File: src/rtl/count_sched_ctrl_if.sv
// Bundle between the scheduler and its two requesters plus the shared counter.
// The slave side is the scheduler itself.
interface count_sched_ctrl_if #(
   parameter int CNT_W = 4
);
   logic             req0;
   logic             req1;
   logic [CNT_W-1:0] len0;
   logic [CNT_W-1:0] len1;
   logic             ack0;
   logic             ack1;
   logic             done0;
   logic             done1;
   logic             busy;
   logic             owner;
   logic             fault;
   logic             cnt_rst;
   logic             cnt_load;
   logic [CNT_W-1:0] cnt_data;
   logic [CNT_W-1:0] cnt_q;

   modport master (
      output req0, req1, len0, len1, cnt_q,
      input  ack0, ack1, done0, done1, busy, owner, fault,
      input  cnt_rst, cnt_load, cnt_data
   );

   modport slave (
      input  req0, req1, len0, len1, cnt_q,
      output ack0, ack1, done0, done1, busy, owner, fault,
      output cnt_rst, cnt_load, cnt_data
   );
endinterface

File: src/rtl/count_sched_ctrl.sv
// Round-robin scheduler sharing one external loadable up-counter
// between two requesters, with a RUN-state watchdog.
module count_sched_ctrl #(
   parameter int CNT_W = 4,
   parameter int WDOG  = 17
) (
   input logic               clk,
   input logic               reset,
   count_sched_ctrl_if.slave bus
);
   localparam logic [CNT_W-1:0] TERM = '1;
   localparam int WD_W = $clog2(WDOG + 1);
   localparam logic [WD_W-1:0] WD_LAST = WD_W'(WDOG - 1);

   typedef enum logic [1:0] {IDLE, LOAD, RUN, DONE} state_t;

   state_t           state, state_nx;
   logic             grant, gsel;
   logic             term, wd_exp;
   logic [WD_W-1:0]  wd, wd_nx;
   logic             ack0, ack1, done0, done1;
   logic             ack0_nx, ack1_nx, done0_nx, done1_nx;
   logic             busy, owner, fault, cnt_rst, cnt_load;
   logic             busy_nx, owner_nx, fault_nx, load_nx;
   logic [CNT_W-1:0] cnt_data, data_nx;

   assign term   = (bus.cnt_q == TERM);
   assign wd_exp = (wd == WD_LAST);

   always_ff @(posedge clk) begin
      if (!reset) begin
         state    <= IDLE;
         wd       <= '0;
         ack0     <= 1'b0;
         ack1     <= 1'b0;
         done0    <= 1'b0;
         done1    <= 1'b0;
         busy     <= 1'b0;
         owner    <= 1'b1;
         fault    <= 1'b0;
         cnt_rst  <= 1'b1;
         cnt_load <= 1'b0;
         cnt_data <= '0;
      end else begin
         state    <= state_nx;
         wd       <= wd_nx;
         ack0     <= ack0_nx;
         ack1     <= ack1_nx;
         done0    <= done0_nx;
         done1    <= done1_nx;
         busy     <= busy_nx;
         owner    <= owner_nx;
         fault    <= fault_nx;
         cnt_rst  <= 1'b0;
         cnt_load <= load_nx;
         cnt_data <= data_nx;
      end
   end

   // With both requesting, the one that did not go last wins
   always_comb begin
      state_nx = state;
      grant    = 1'b0;
      gsel     = 1'b0;
      unique case (state)
         IDLE: begin
            if (bus.req0 || bus.req1) begin
               grant    = 1'b1;
               gsel     = (bus.req0 && bus.req1) ? ~owner : bus.req1;
               state_nx = LOAD;
            end
         end
         LOAD: state_nx = RUN;
         RUN: begin
            if (term)
               state_nx = DONE;
            else if (wd_exp)
               state_nx = IDLE;
         end
         DONE: state_nx = IDLE;
         default: state_nx = IDLE;
      endcase
   end

   always_comb begin
      ack0_nx  = 1'b0;
      ack1_nx  = 1'b0;
      done0_nx = 1'b0;
      done1_nx = 1'b0;
      load_nx  = 1'b0;
      busy_nx  = busy;
      owner_nx = owner;
      fault_nx = fault;
      data_nx  = cnt_data;
      wd_nx    = wd;
      unique case (state)
         IDLE: begin
            if (grant) begin
               ack0_nx  = ~gsel;
               ack1_nx  = gsel;
               owner_nx = gsel;
               load_nx  = 1'b1;
               data_nx  = gsel ? ~bus.len1 : ~bus.len0;
               busy_nx  = 1'b1;
            end
         end
         LOAD: wd_nx = '0;
         RUN: begin
            if (term) begin
               done0_nx = ~owner;
               done1_nx = owner;
            end else if (wd_exp) begin
               fault_nx = 1'b1;
               busy_nx  = 1'b0;
            end else begin
               wd_nx = wd + 1'b1;
            end
         end
         DONE: busy_nx = 1'b0;
         default: busy_nx = 1'b0;
      endcase
   end

   assign bus.ack0     = ack0;
   assign bus.ack1     = ack1;
   assign bus.done0    = done0;
   assign bus.done1    = done1;
   assign bus.busy     = busy;
   assign bus.owner    = owner;
   assign bus.fault    = fault;
   assign bus.cnt_rst  = cnt_rst;
   assign bus.cnt_load = cnt_load;
   assign bus.cnt_data = cnt_data;
endmodule

File: src/flat_wrapper.sv
// flat-port wrapper written by rule: the top's interface ports become plain ports
module count_sched_ctrl_flat 
#(
   parameter int CNT_W = 4,
   parameter int WDOG  = 17
)
  (clk, reset, bus_req0, bus_req1, bus_len0, bus_len1, bus_cnt_q, bus_ack0, bus_ack1, bus_done0, bus_done1, bus_busy, bus_owner, bus_fault, bus_cnt_rst, bus_cnt_load, bus_cnt_data);
  count_sched_ctrl_if #(.CNT_W(CNT_W)) bus_i ();
  input logic clk;
  input logic reset;
  input wire logic [$bits(bus_i.req0)-1:0] bus_req0;
  input wire logic [$bits(bus_i.req1)-1:0] bus_req1;
  input wire logic [$bits(bus_i.len0)-1:0] bus_len0;
  input wire logic [$bits(bus_i.len1)-1:0] bus_len1;
  input wire logic [$bits(bus_i.cnt_q)-1:0] bus_cnt_q;
  output wire logic [$bits(bus_i.ack0)-1:0] bus_ack0;
  output wire logic [$bits(bus_i.ack1)-1:0] bus_ack1;
  output wire logic [$bits(bus_i.done0)-1:0] bus_done0;
  output wire logic [$bits(bus_i.done1)-1:0] bus_done1;
  output wire logic [$bits(bus_i.busy)-1:0] bus_busy;
  output wire logic [$bits(bus_i.owner)-1:0] bus_owner;
  output wire logic [$bits(bus_i.fault)-1:0] bus_fault;
  output wire logic [$bits(bus_i.cnt_rst)-1:0] bus_cnt_rst;
  output wire logic [$bits(bus_i.cnt_load)-1:0] bus_cnt_load;
  output wire logic [$bits(bus_i.cnt_data)-1:0] bus_cnt_data;
  assign bus_i.req0 = bus_req0;
  assign bus_i.req1 = bus_req1;
  assign bus_i.len0 = bus_len0;
  assign bus_i.len1 = bus_len1;
  assign bus_i.cnt_q = bus_cnt_q;
  assign bus_ack0 = bus_i.ack0;
  assign bus_ack1 = bus_i.ack1;
  assign bus_done0 = bus_i.done0;
  assign bus_done1 = bus_i.done1;
  assign bus_busy = bus_i.busy;
  assign bus_owner = bus_i.owner;
  assign bus_fault = bus_i.fault;
  assign bus_cnt_rst = bus_i.cnt_rst;
  assign bus_cnt_load = bus_i.cnt_load;
  assign bus_cnt_data = bus_i.cnt_data;
  count_sched_ctrl #(.CNT_W(CNT_W), .WDOG(WDOG)) u_core (.clk(clk), .reset(reset), .bus(bus_i));
endmodule
File: config.mk
export PLATFORM = sky130hd
export DESIGN_NAME = count_sched_ctrl_flat
export DESIGN_NICKNAME = d
export VERILOG_FILES = /design/src/rtl/count_sched_ctrl_if.sv /design/src/rtl/count_sched_ctrl.sv /design/src/flat_wrapper.sv
export SDC_FILE = /design/constraint.sdc
export NUM_CORES = 1
export LEC_CHECK = 0
export CAP_MARGIN = 20
export CORE_MARGIN = 3
export CORE_UTILIZATION = 39
export CTS_CLUSTER_SIZE = 14
export DETAILED_ROUTE_END_ITERATION = 10
export DONT_BUFFER_PORTS = 1
export REMOVE_ABC_BUFFERS = 1
export SLEW_MARGIN = 20
export SYNTH_ARGS = -nofsm -noshare
export SYNTH_HDL_FRONTEND = slang
export SYNTH_SLANG_ARGS = --single-unit
export TNS_END_PERCENT = 1
File: constraint.sdc
create_clock -name clk -period 1.5 [get_ports clk]
set_clock_uncertainty 0.15 [all_clocks]
set_input_delay 0.15 -clock clk [delete_from_list [all_inputs] [get_ports clk]]
set_output_delay 0.15 -clock clk [all_outputs]
set_load 0.02 [all_outputs]
==> qor.yml <==
grt.total_usage_pct: 14.0
vias_per_cell: 5.34
yosys-top-cells-count: "dfxtp_1 (20), a21oi_1 (9), nand2_1 (8)"
cts_max_level: 1
ir_drop_mv: 0.765
num-fill-cells: 197
min_to: "u_core.bus.owner"
dr.pass1.iters: 4
reg2reg_slack_ns: -0.02
antenna_found_initial: 0
drt_wl_total_mm: 2.20
yosysMostFrequentCell: "dfxtp_1"
die_h_um: 55.6
min_path_cells: 1
avgRoutedWirePerCell_um: 14.0
synth_warnings: 0
grt-ovfl-total: 0
avgSynthCellArea_um2: 9.07
synth_edf_count: 0
ys_seq_area_share_pct: 41.7
cts_root_buf: "clkbuf_4"
row_count: 17
leakagePower_nw: 0.508
violations: "negative hold slack, negative setup slack"
slew_headroom_pct: 72.0
cp_top_family: "simple AND/OR/NAND/NOR gates"
clkTransAtPathRegs_ns: 0.13
ys_seq_elements: 20
grt_pass1_wl_mm: 3.52
critical_path_class: "reg -> reg"
r2r-end: "u_core.bus.busy"
grt_max_degree: 13
period_minus_slack_ns: 1.52
yosys.area.top_type_share_pct: 41.7
hp-class: "in -> reg"
outcome: "finished with violations"
worstPathArrival_ns: 1.63
synth_top_cell_by_area: "dfxtp_1"
routabilityCongestion: 0.820
numPortBuffers: 0
clk_latency_ns: 0.32
start_util_pct: 42.2
core_um2: 2280
synth_ff_type: "dfxtp_1"
rsz0062_at_grt: "true"
dpl-instance-area_um2: 1070
max_stage_delay_ns: 0.52
setup_viol: 2
hold_start: "reset"
io_pins: 29
tritoncts: "done"
drt_iter0_drc: 11
worst_path_max_delay_cell: "or4_1"
seq_area_um2: 405
p_per_area_nw_per_um2: 1210
drc_errors: 0
syn-cell-area_um2: 961
synthArstFlopShare_pct: 0
worst-path-buf-inv: 1
timing.rr.start: "u_core.state[0]"
tightest_slew_ns: 0.420
setup_slack_ns: -0.0221
multi_input_area_um2: 601
finalHoldWorstSlack_ns: -0.247
dieArea_um2: 3100
dp_hpwl_mm: 1.50
endpoint_kind: "flip-flop"
synth.distinct_cells: 32
synth_area_leaders: "dfxtp_1 (42%), ha_1 (7.8%), a21oi_1 (4.7%), a22o_1 (3.6%), a31oi_1 (3.3%)"
cts_buffer_depth: 2
drv_slew: 0
layout-drive-gt1-share_pct: 33.3
numCtsBuffers: 3
max_cap_viol_count: 0
worst-path-max-fanout: 4
required_ns: 1.61
drt.antenna.violating_nets: 0
max_freq_mhz: 657
area_delta_synth_final_pct: 38.0
cts.sinks: 20
place_ws_ns: -0.108
grt_pass1_vias: 862
final_cell_area_um2: 1330
finalHoldViolations: 11
cp_cell_sequence: "buf_6 > ha_4 > or4_1 > a31oi_1"
finalCritPeriodShare_pct: 101
p_total_mw: 1.60
nNetsFinal: 152
reg2reg_depth: 4
die_w_um: 55.6
num_vias: 839
syn_inst: 106
diodes: 0
ctsHoldBuffers: 8
startpoint_type: "flip-flop"
==> report_power, final <==
| part | internal (mW) | switching, mW |
|---|---|---|
| sequential | 0.598 | 0.0985 |
| combinational | 0.235 | 0.222 |
| clock | 0.270 | 0.181 |
| total | 1.10 | 0.502 |
==> kinds of logic after synthesis <==
family	count (synthesis)	share of synthesized area [%]
fa+ha+maj	6	7.81
buf+inv	11	5.08
flops	20	41.7
compound gates	33	21.6
simple gates	36	23.8
==> worst max path at each step <==
stage / from / endpoint / slack [ns] / cells past startpoint
6_report: u_core.state[0] / u_core.bus.busy / -0.02 / 4
5_1_grt: u_core.state[0] / u_core.bus.busy / -0.09 / 5
4_1_cts: u_core.state[1] / u_core.wd[3] / -0.01 / 5
3_5_place_dp: u_core.state[1] / u_core.wd[3] / -0.11 / 5
3_3_place_gp: u_core.state[1] / u_core.wd[3] / -0.05 / 5
2_1_floorplan: u_core.state[0] / u_core.bus.busy / -0.17 / 4
==> final cells by class <==
type | instances | area share [%]
Inverter | 8 | 2.45
Tap cell | 28 | 2.64
Clock inverter | 1 | 2.26
Clock buffer | 3 | 1.70
Timing Repair Buffer | 22 | 15.1
Sequential cell | 20 | 30.6
Multi-Input combinational cell | 75 | 45.3
==> sequential cells by signal, summed over array words and instances, names as in the netlist <==
signal / count
u_core.bus.ack0: 1
u_core.bus.ack1: 1
u_core.bus.busy: 1
u_core.bus.cnt_data: 4
u_core.bus.cnt_load: 1
u_core.bus.cnt_rst: 1
u_core.bus.done0: 1
u_core.bus.done1: 1
u_core.bus.fault: 1
u_core.bus.owner: 1
u_core.state: 2
u_core.wd: 5
==> what timing repair did <==
| item | 4_1_cts | 5_1_grt |
|---|---|---|
| hold endpoints to repair | 20 | 11 |
| buffers inserted | 0 | 1 |
| gates resized for setup | 11 | 19 |
| setup endpoints to repair | 6 | 10 |
| pin swaps | 1 | 8 |
==> placed cells by master (no fill, tap or decap), types with 3 or more instances in the layout <==
cell type	instances
o21ai_0	6
clkbuf_4	3
dfxtp_2	4
inv_1	3
nand2_1	7
a31oi_1	4
dlygate4sd3_1	8
inv_2	3
nor3_1	3
buf_6	4
a22o_1	4
nor2_1	4
nand4_1	3
nand3_1	3
dfxtp_1	16
buf_4	10
ha_4	4
a21oi_1	9
==> metal layers <==
layer  vias up  GRT usage (%)  share of wire [%]
li1        429              -                  -
met1       378           17.2                 43
met2        28           23.5                 48
met3         4           3.25                7.1
met4         0           5.56                1.5
met5         -              0                  0
==> stage by stage <==
stage | cells | hold WS, ns | setup TNS [ns] | utilization [%]
2_1_floorplan | 103 | 0.0762 | -0.299 | -
3_3_place_gp | 144 | 0.0791 | -0.157 | 47.2
3_5_place_dp | 144 | 0.0872 | -0.321 | 47.2
4_1_cts | 156 | -0.237 | -0.0208 | 54.9
5_1_grt | 157 | -0.250 | -0.345 | 58.3
6_report | 157 | -0.247 | -0.0352 | 58.3
Note: power is estimated with default switching activity, not from simulation.
